===== src/rtl/axis_pkt_gen.sv =====
// AXI-Stream test packet generator: numbered packets of programmable size and gap,
// with run counters for throughput probing.
module axis_pkt_gen #(
  parameter int          TDATA_WIDTH       = 512,
  parameter int          TKEEP_WIDTH       = TDATA_WIDTH / 8,
  parameter int          TUSER_WIDTH       = 1,
  // Value cycle_count is loaded with at start; nonzero only to exercise saturation.
  parameter logic [31:0] CYCLE_COUNT_START = 32'd0
) (
  input  logic                   clk,
  input  logic                   reset,
  input  logic                   start,
  input  logic                   stop,
  input  logic [15:0]            pkt_size,
  input  logic [31:0]            pkt_interval,
  input  logic [31:0]            pkt_num,
  output logic                   m_axis_tvalid,
  input  logic                   m_axis_tready,
  output logic [TDATA_WIDTH-1:0] m_axis_tdata,
  output logic [TKEEP_WIDTH-1:0] m_axis_tkeep,
  output logic                   m_axis_tlast,
  output logic [TUSER_WIDTH-1:0] m_axis_tuser,
  output logic                   busy,
  output logic [31:0]            sent_pkt_count,
  output logic [31:0]            sent_beat_count,
  output logic [31:0]            cycle_count,
  output logic                   cycle_count_full
);

  localparam int NWORDS = TDATA_WIDTH / 32;

  typedef enum logic [1:0] {
    IDLE = 2'd0,
    SEND = 2'd1,
    GAP  = 2'd2
  } state_t;

  state_t      state_q, state_d;
  logic [15:0] size_q, size_d;
  logic [31:0] interval_q, interval_d;
  logic [31:0] num_q, num_d;
  logic [10:0] nbeats_q, nbeats_d;
  logic [10:0] beat_q, beat_d;
  logic [15:0] seq_q, seq_d;
  logic [31:0] gap_q, gap_d;
  logic        stop_pend_q, stop_pend_d;
  logic [31:0] pkt_cnt_q, pkt_cnt_d;
  logic [31:0] beat_cnt_q, beat_cnt_d;
  logic [31:0] cyc_q, cyc_d;
  logic        cyc_full_q, cyc_full_d;

  logic        sending;
  logic        last_beat;
  logic        handshake;
  logic [31:0] pkt_cnt_inc;

  assign sending     = (state_q == SEND);
  assign last_beat   = (beat_q == nbeats_q - 11'd1);
  assign handshake   = sending && m_axis_tready;
  assign pkt_cnt_inc = pkt_cnt_q + 32'd1;

  always_ff @(posedge clk or posedge reset) begin
    if (reset) begin
      state_q     <= IDLE;
      size_q      <= '0;
      interval_q  <= '0;
      num_q       <= '0;
      nbeats_q    <= 11'd1;
      beat_q      <= '0;
      seq_q       <= '0;
      gap_q       <= '0;
      stop_pend_q <= 1'b0;
      pkt_cnt_q   <= '0;
      beat_cnt_q  <= '0;
      cyc_q       <= '0;
      cyc_full_q  <= 1'b0;
    end else begin
      state_q     <= state_d;
      size_q      <= size_d;
      interval_q  <= interval_d;
      num_q       <= num_d;
      nbeats_q    <= nbeats_d;
      beat_q      <= beat_d;
      seq_q       <= seq_d;
      gap_q       <= gap_d;
      stop_pend_q <= stop_pend_d;
      pkt_cnt_q   <= pkt_cnt_d;
      beat_cnt_q  <= beat_cnt_d;
      cyc_q       <= cyc_d;
      cyc_full_q  <= cyc_full_d;
    end
  end

  always_comb begin
    state_d     = state_q;
    size_d      = size_q;
    interval_d  = interval_q;
    num_d       = num_q;
    nbeats_d    = nbeats_q;
    beat_d      = beat_q;
    seq_d       = seq_q;
    gap_d       = gap_q;
    stop_pend_d = stop_pend_q;
    pkt_cnt_d   = pkt_cnt_q;
    beat_cnt_d  = beat_cnt_q;
    cyc_d       = cyc_q;
    cyc_full_d  = cyc_full_q;

    // Busy-cycle counter sticks at all ones once it gets there.
    if (state_q != IDLE) begin
      if (cyc_q != 32'hFFFF_FFFF) begin
        cyc_d = cyc_q + 32'd1;
      end
      if (cyc_d == 32'hFFFF_FFFF) begin
        cyc_full_d = 1'b1;
      end
    end

    case (state_q)
      IDLE: begin
        if (start && (pkt_size != 16'd0)) begin
          state_d     = SEND;
          size_d      = pkt_size;
          interval_d  = pkt_interval;
          num_d       = pkt_num;
          nbeats_d    = 11'((17'(pkt_size) + 17'd63) >> 6);
          beat_d      = '0;
          seq_d       = '0;
          stop_pend_d = 1'b0;
          pkt_cnt_d   = '0;
          beat_cnt_d  = '0;
          cyc_d       = CYCLE_COUNT_START;
          cyc_full_d  = 1'b0;
        end
      end

      SEND: begin
        if (stop) begin
          stop_pend_d = 1'b1;
        end
        if (handshake) begin
          beat_cnt_d = beat_cnt_q + 32'd1;
          if (last_beat) begin
            pkt_cnt_d = pkt_cnt_inc;
            seq_d     = seq_q + 16'd1;
            beat_d    = '0;
            // A stop seen on the closing beat itself also ends the run here.
            if (((num_q != 32'd0) && (pkt_cnt_inc == num_q)) || stop_pend_q || stop) begin
              state_d     = IDLE;
              stop_pend_d = 1'b0;
            end else if (interval_q != 32'd0) begin
              state_d = GAP;
              gap_d   = interval_q;
            end
          end else begin
            beat_d = beat_q + 11'd1;
          end
        end
      end

      GAP: begin
        if (stop) begin
          state_d     = IDLE;
          stop_pend_d = 1'b0;
        end else if (gap_q <= 32'd1) begin
          state_d = SEND;
        end else begin
          gap_d = gap_q - 32'd1;
        end
      end

      default: begin
        state_d = IDLE;
      end
    endcase
  end

  // Output path is driven purely from state flops; tready never reaches tvalid.
  logic [5:0]             rem_bytes;
  logic [TKEEP_WIDTH-1:0] tail_mask;
  logic [TKEEP_WIDTH-1:0] keep;
  logic [TDATA_WIDTH-1:0] raw_data;

  assign rem_bytes = size_q[5:0];

  genvar gi;
  generate
    for (gi = 0; gi < TKEEP_WIDTH; gi++) begin : g_tail_mask
      assign tail_mask[gi] = (7'(gi) < {1'b0, rem_bytes});
    end

    for (gi = 0; gi < NWORDS; gi++) begin : g_words
      assign raw_data[32*gi +: 32] = {seq_q, 1'b0, beat_q, 4'(gi)};
    end

    // Disabled byte lanes read as zero, and the whole bus is zero when idle.
    for (gi = 0; gi < TKEEP_WIDTH; gi++) begin : g_bytes
      assign m_axis_tdata[8*gi +: 8] = keep[gi] ? raw_data[8*gi +: 8] : 8'h00;
    end
  endgenerate

  always_comb begin
    keep = '0;
    if (sending) begin
      if (last_beat && (rem_bytes != 6'd0)) begin
        keep = tail_mask;
      end else begin
        keep = '1;
      end
    end
  end

  assign m_axis_tvalid    = sending;
  assign m_axis_tkeep     = keep;
  assign m_axis_tlast     = sending && last_beat;
  assign m_axis_tuser     = '0;
  assign busy             = (state_q != IDLE);
  assign sent_pkt_count   = pkt_cnt_q;
  assign sent_beat_count  = beat_cnt_q;
  assign cycle_count      = cyc_q;
  assign cycle_count_full = cyc_full_q;

endmodule

===== config.mk =====
export PLATFORM = sky130hd
export DESIGN_NAME = axis_pkt_gen
export DESIGN_NICKNAME = d
export VERILOG_FILES = /design/src/rtl/axis_pkt_gen.sv
export SDC_FILE = /design/constraint.sdc
export NUM_CORES = 1
export LEC_CHECK = 0
export BUFFER_PORTS_ARGS = -buffer_cell sky130_fd_sc_hd__buf_2
export CAP_MARGIN = 5
export CORE_AREA = 2 2 297 299
export DETAILED_ROUTE_END_ITERATION = 16
export DIE_AREA = 0 0 299 301
export HOLD_SLACK_MARGIN = 0.06
export SLEW_MARGIN = 20
export SYNTH_ARGS = -nofsm -noshare
export SYNTH_HDL_FRONTEND = slang
export SYNTH_SLANG_ARGS = --single-unit

===== constraint.sdc =====
create_clock -name clk -period 18.4 [get_ports clk]
set_clock_uncertainty 0.15 [all_clocks]
set_input_delay 1.84 -clock clk [delete_from_list [all_inputs] [get_ports clk]]
set_output_delay 1.84 -clock clk [all_outputs]
set_load 0.005 [all_outputs]

Word-level counts from Yosys, hierarchy flattened

Cells that the tools add are included.

Register bits after elaboration: 240
Bits of input ports: 85
Output and inout port bits: 677
Logic and storage cells: 234

Add/sub/neg operators: 8
Order comparisons: 64
Equality and inequality tests: 16
Mux-type cells: 111
Reduce and logical (&&, ||, !) cells: 22

Operator list:

| cell                                                            | number |
|---|---|
| 2-to-1 mux 32 bit                                               | 15 |
| 2-to-1 mux 8 bit                                                | 48 |
| case mux 32 bit (2 select lines)                                | 3 |
| less-than comparator 6 bit, first input constant                | 31 |
| 2-to-1 mux 64 bit                                               | 2 |
| 2-to-1 mux 7 bit                                                | 16 |
| adder 32 x 1 -> 32 bit, second input constant                   | 3 |
| less-than comparator 5 x 6 -> 1 bit, first input constant       | 16 |
| nonzero test 32 bit                                             | 2 |
| less-than comparator 4 x 6 -> 1 bit, first input constant       | 8 |
| 2-to-1 mux 16 bit                                               | 3 |
| 2-to-1 mux 11 bit                                               | 3 |
| == test 32 bit                                                  | 1 |
| == test 32 bit, second input constant                           | 1 |
| less-or-equal comparator 32 x 1 -> 1 bit, second input constant | 1 |
| != test 32 bit, second input constant                           | 1 |
| case mux 16 bit (2 select lines)                                | 1 |
| subtractor 32 x 1 -> 32 bit, second input constant              | 1 |
| less-than comparator 3 x 6 -> 1 bit, first input constant       | 4 |
| case mux 11 bit (2 select lines)                                | 1 |
| adder 16 x 6 -> 17 bit, second input constant                   | 1 |
| adder 16 x 1 -> 16 bit, second input constant                   | 1 |
| nonzero test 16 bit                                             | 1 |
| 2-to-1 mux 2 bit                                                | 7 |
| 25 further kinds                                                | 50 |

Longest topological paths before layout

Depth after elaboration: 9
Gate-level depth with buffers: 13
Depth with buffers taken out: 11

Least setup slack after synthesis

OpenSTA, ideal clock, no wires.

Kind: register -> output
Start: register nbeats_q[0]
End: output m_axis_tkeep[1]
Arrival: 3.287 ns
Data required time: 16.410 ns
Path slack: 13.123 ns
Cell stages (with the launch flop): 14
Path buffers: 2
Cells stage by stage: dfstp_2 clkbuf_1 inv_1 ha_1 nor3b_1 a221oi_1 and3b_1 o31ai_2 nand4_2 o31ai_2 inv_1 buf_2 a21oi_2 inv_1

Word-level cells in the longest chain between the ends: 5

RTL lines:

| item                        | line | source |
|---|---|---|
| start, declared             | 42   | `logic [10:0] nbeats_q, nbeats_d;` |
| start signal, assigned      | 82   | `nbeats_q <= nbeats_d;` |
| subtractor 11 x 1 -> 11 bit | 58   | `assign last_beat = (beat_q == nbeats_q - 11'd1);` |
| == test 11 bit              | 58   |  |
| logical AND 1 bit           | 205  | `if (last_beat && (rem_bytes != 6'd0)) begin` |
| 2-to-1 mux 64 bit           | 205  |  |
| 2-to-1 mux 64 bit           | 204  | `if (sending) begin` |
| end, declared               | 20   | `output logic [TKEEP_WIDTH-1:0] m_axis_tkeep,` |

Every way passes these cells.

Final worst setup path

Start: register nbeats_q[1]
End: output m_axis_tkeep[2]

Same word-level chain as after synthesis.

==> results.py <==
metrics = {
    "outcome": {
        "status": "completed",
    },
    "yosys": {
        "muxShareOfSynthArea": 0.00452,
        "synth-xor-area-share": 0.0546,
        "synth_warnings": 0,
        "syn_avg_cell_area_sq_um": 7.61,
        "synthArstFlopShare": 1.00,
        "synth-compound-area-share": 0.143,
        "yosys.area_share.simple": 0.379,
        "yosys_register_bits": 240,
        "ys.flop_type": "dfrtp_1",
        "ys_seq_area_frac": 0.334,
        "netlist_area_sq_mm": 0.0180,
        "syn_inst": 2361,
        "synth_enable_flop_cells": 0,
        "synth_fa_ha_area_frac": 0.00613,
        "synth_cell_types": 86,
        "synth_top_family_by_area": "simple AND/OR/NAND/NOR gates",
    },
    "die": {
        "rows": 108,
        "fp.dieH_microns": 301,
        "die-area_sq_mm": 0.0900,
        "io_pins": 762,
        "core_sq_mm": 0.0865,
        "die_w_microns": 299,
        "start_util": 0.208,
    },
    "timing": {
        "slew_headroom": 0.229,
        "fmax_ghz": 0.132,
        "setup_tns_ps": 0,
        "rsz0062_at_grt": "no",
        "setup_viol": 0,
        "fin_crit_sh": 0.410,
        "slew_violations": 0,
        "fin_crit_ps": 7550,
        "tightest_slew_ps": 1150,
        "holdWs_ps": 338,
        "hold_violations": 0,
    },
    "global_route": {
        "overflow": 0,
        "grt_usage": 0.197,
        "antenna_found_initial": 14,
        "grt_pass1_wl_microns": 131000,
        "grt_pass1_vias": 17900,
        "grt_max_degree": 103,
    },
    "detailed_routing": {
        "ant_nets": 0,
        "drcViolationCount": 0,
        "routed_wl_microns": 94100,
        "vias_per_cell": 4.78,
        "vias": 19800,
        "drt-initial-drc-count": 1586,
        "wire_per_inst_microns": 22.7,
        "firstDrtPassIters": 5,
    },
    "pwr": {
        "p_leak_nw": 11.3,
        "p_clk_frac": 0.209,
        "power.share.sequential": 0.350,
        "power_density_mw_per_mm2": 125,
        "p_int_mw": 1.61,
        "irDropWorstVdd_uv": 65.2,
        "switching_share": 0.447,
        "pwr-share-comb": 0.441,
        "switchingPower_mw": 1.30,
    },
    "critical_path": {
        "crit_family": "compound AO/OA/AOI/OAI gates",
        "setup.worst_path.end_class": "primary output",
        "reg2reg_from": "sent_pkt_count[22]",
        "crit_top_cell": "inv_1",
        "crit_path_end": "m_axis_tkeep[2]",
        "arrival_ps": 5560,
        "start_kind": "register",
        "crit_chain": "inv_1, ha_1, nor3b_1, nand2_1, o31ai_2, nand4_2, o31ai_2, inv_1, a21oi_2, inv_1, buf_2",
        "worstSetupStartpoint": "nbeats_q[1]",
        "required_ps": 16410,
        "cp.buffers_inverters": 4,
        "worstRegToRegCells": 9,
        "path_class": "register to primary output",
        "critPathSlowestCell": "nand4_2",
        "r2r_slack_ps": 13590,
        "cp_max_fo": 18,
        "timing.rr.end": "gap_q[1]",
        "max_stage_delay_ps": 770,
        "path_depth": 11,
    },
    "worst_hold_path": {
        "min_path_type": "register to register",
    },
    "run": {
        "drv_cap": 0,
    },
    "clocking": {
        "numClockSinks": 240,
        "cts-root-buf": "clkbuf_16",
        "cts.path.max_buffers": 3,
        "cts_tree": "yes",
        "ctsResizeCount": 0,
        "cts_buffers": 29,
        "cts-hold-fix-buffers": 0,
        "htree_num_levels": 1,
        "clk_pin_slew_ps": 60,
        "clk_latency_ps": 570,
        "cts_setup_buffers": 0,
    },
    "finish": {
        "layout-drive-gt1-share": 0.288,
        "fin_nets": 3055,
        "post-route-util": 0.270,
        "final_cells": 4140,
        "nFillCells": 9556,
        "area_delta_synth_final_pct": 30.0,
        "fin_area_sq_mm": 0.0234,
    },
    "placement": {
        "portBuffers": 712,
        "dpl-instance-area_sq_mm": 0.0224,
        "dp_cells": 4085,
        "routabilityCongestion": 0.903,
        "dpl.hpwl_microns": 71900,
    },
}
cells in the final DEF, fill, tap and decap left out, types with 15 or more instances in the layout:
master / count
buf_2: 712
nand2_1: 352
and2_1: 346
dfrtp_1: 236
nor2_1: 195
o21ai_0: 129
nor4_1: 77
a21oi_1: 74
nand3_1: 66
xnor2_1: 63
nand4_1: 54
nor3_1: 50
xor2_1: 49
conb_1: 49
inv_1: 46
buf_4: 43
o31ai_1: 41
and3_1: 30
o22ai_1: 30
nor2b_1: 29
clkbuf_16: 29
a31oi_1: 23
or3_1: 19
and4_1: 15
kinds of logic after synthesis:
kind of cell | after synthesis
adder cells (fa/ha/maj) | 9
multiplexers | 8
buffers and inverters | 287
flip-flops | 240
AO/OA/AOI/OAI | 402
AND/OR/NAND/NOR | 1302
other | 1
XOR/XNOR | 112
registers in the layout, indices dropped and copies added, names as in the netlist, 6 cells and up:
| register | flops |
|---|---|
| beat_q | 11 |
| cycle_count | 32 |
| gap_q | 32 |
| interval_q | 32 |
| nbeats_q | 11 |
| num_q | 32 |
| sent_beat_count | 32 |
| sent_pkt_count | 32 |
| seq_q | 16 |
| size_q | 6 |
tightest hold or removal path, stage by stage, from the launching register on:
cell,delay [ps]
dfrtp_1,350
nand2_1,50
o41ai_1,50
power groups by stage:
stage	Clock (mW)	Combinational, mW	Sequential [mW]
finish	0.609	1.28	1.02
detailed placement	0	1.29	1.02
floorplan	0	0.804	0.821
global placement	0	1.28	1.02
CTS	0.624	1.29	1.01
global route	0.641	1.42	1.04
synthesized netlist by cell type, types with 29 or more instances:
| cell | instances | area (sq um) |
|---|---|---|
| a21oi_1 | 75 | 375 |
| xnor2_1 | 63 | 552 |
| o31ai_1 | 41 | 308 |
| nand2_1 | 352 | 1320 |
| buf_4 | 82 | 616 |
| and3_1 | 30 | 188 |
| dfrtp_1 | 239 | 5980 |
| o22ai_1 | 30 | 188 |
| nor3_1 | 53 | 265 |
| nand4_1 | 54 | 338 |
| clkbuf_1 | 124 | 465 |
| o21ai_0 | 129 | 646 |
| nor4_1 | 79 | 494 |
| nor2b_1 | 29 | 181 |
| nor2_1 | 198 | 743 |
| nand3_1 | 66 | 330 |
| inv_1 | 47 | 176 |
| and2_1 | 346 | 2160 |
| xor2_1 | 49 | 429 |
metal layers:
metal  GRT usage  part of all wire  vias to the layer above
met4      0.0594             0.031                       20
met2       0.346              0.49                      885
li1            -                 -                     9231
met1       0.228              0.38                     9520
met5           0            0.0016                        -
met3      0.0608             0.091                      135
metrics by stage:
stage	total power [mW]	setup WS (ps)
6_report	2.91	10850
5_1_grt	3.10	10460
4_1_cts	2.93	10810
3_5_place_dp	2.31	11460
3_3_place_gp	2.30	11700
2_1_floorplan	1.63	9820
worst min-delay path by stage:
stage / slack (ps) / start / endpoint / depth (start not counted)
detailed placement: 310 / cycle_count_full / cycle_count_full / 2
floorplan: 310 / interval_q[1] / interval_q[1] / 2
global route: 350 / cycle_count_full / cycle_count_full / 2
global placement: 330 / cycle_count_full / cycle_count_full / 2
CTS: 330 / cycle_count_full / cycle_count_full / 2
finish: 340 / cycle_count_full / cycle_count_full / 2
cell type report:
class,count,area (sq um),share of cell area
antenna,2,5.00,0.000214
clock buffer,42,855,0.0366
sequential,240,6010,0.257
multi-input combinational,1882,10800,0.463
inverter,54,210,0.00900
clock inverter,10,131,0.00562
timing repair buffer,755,3890,0.166
tap,1155,1450,0.0619
(Power assumes the default switching activity.)
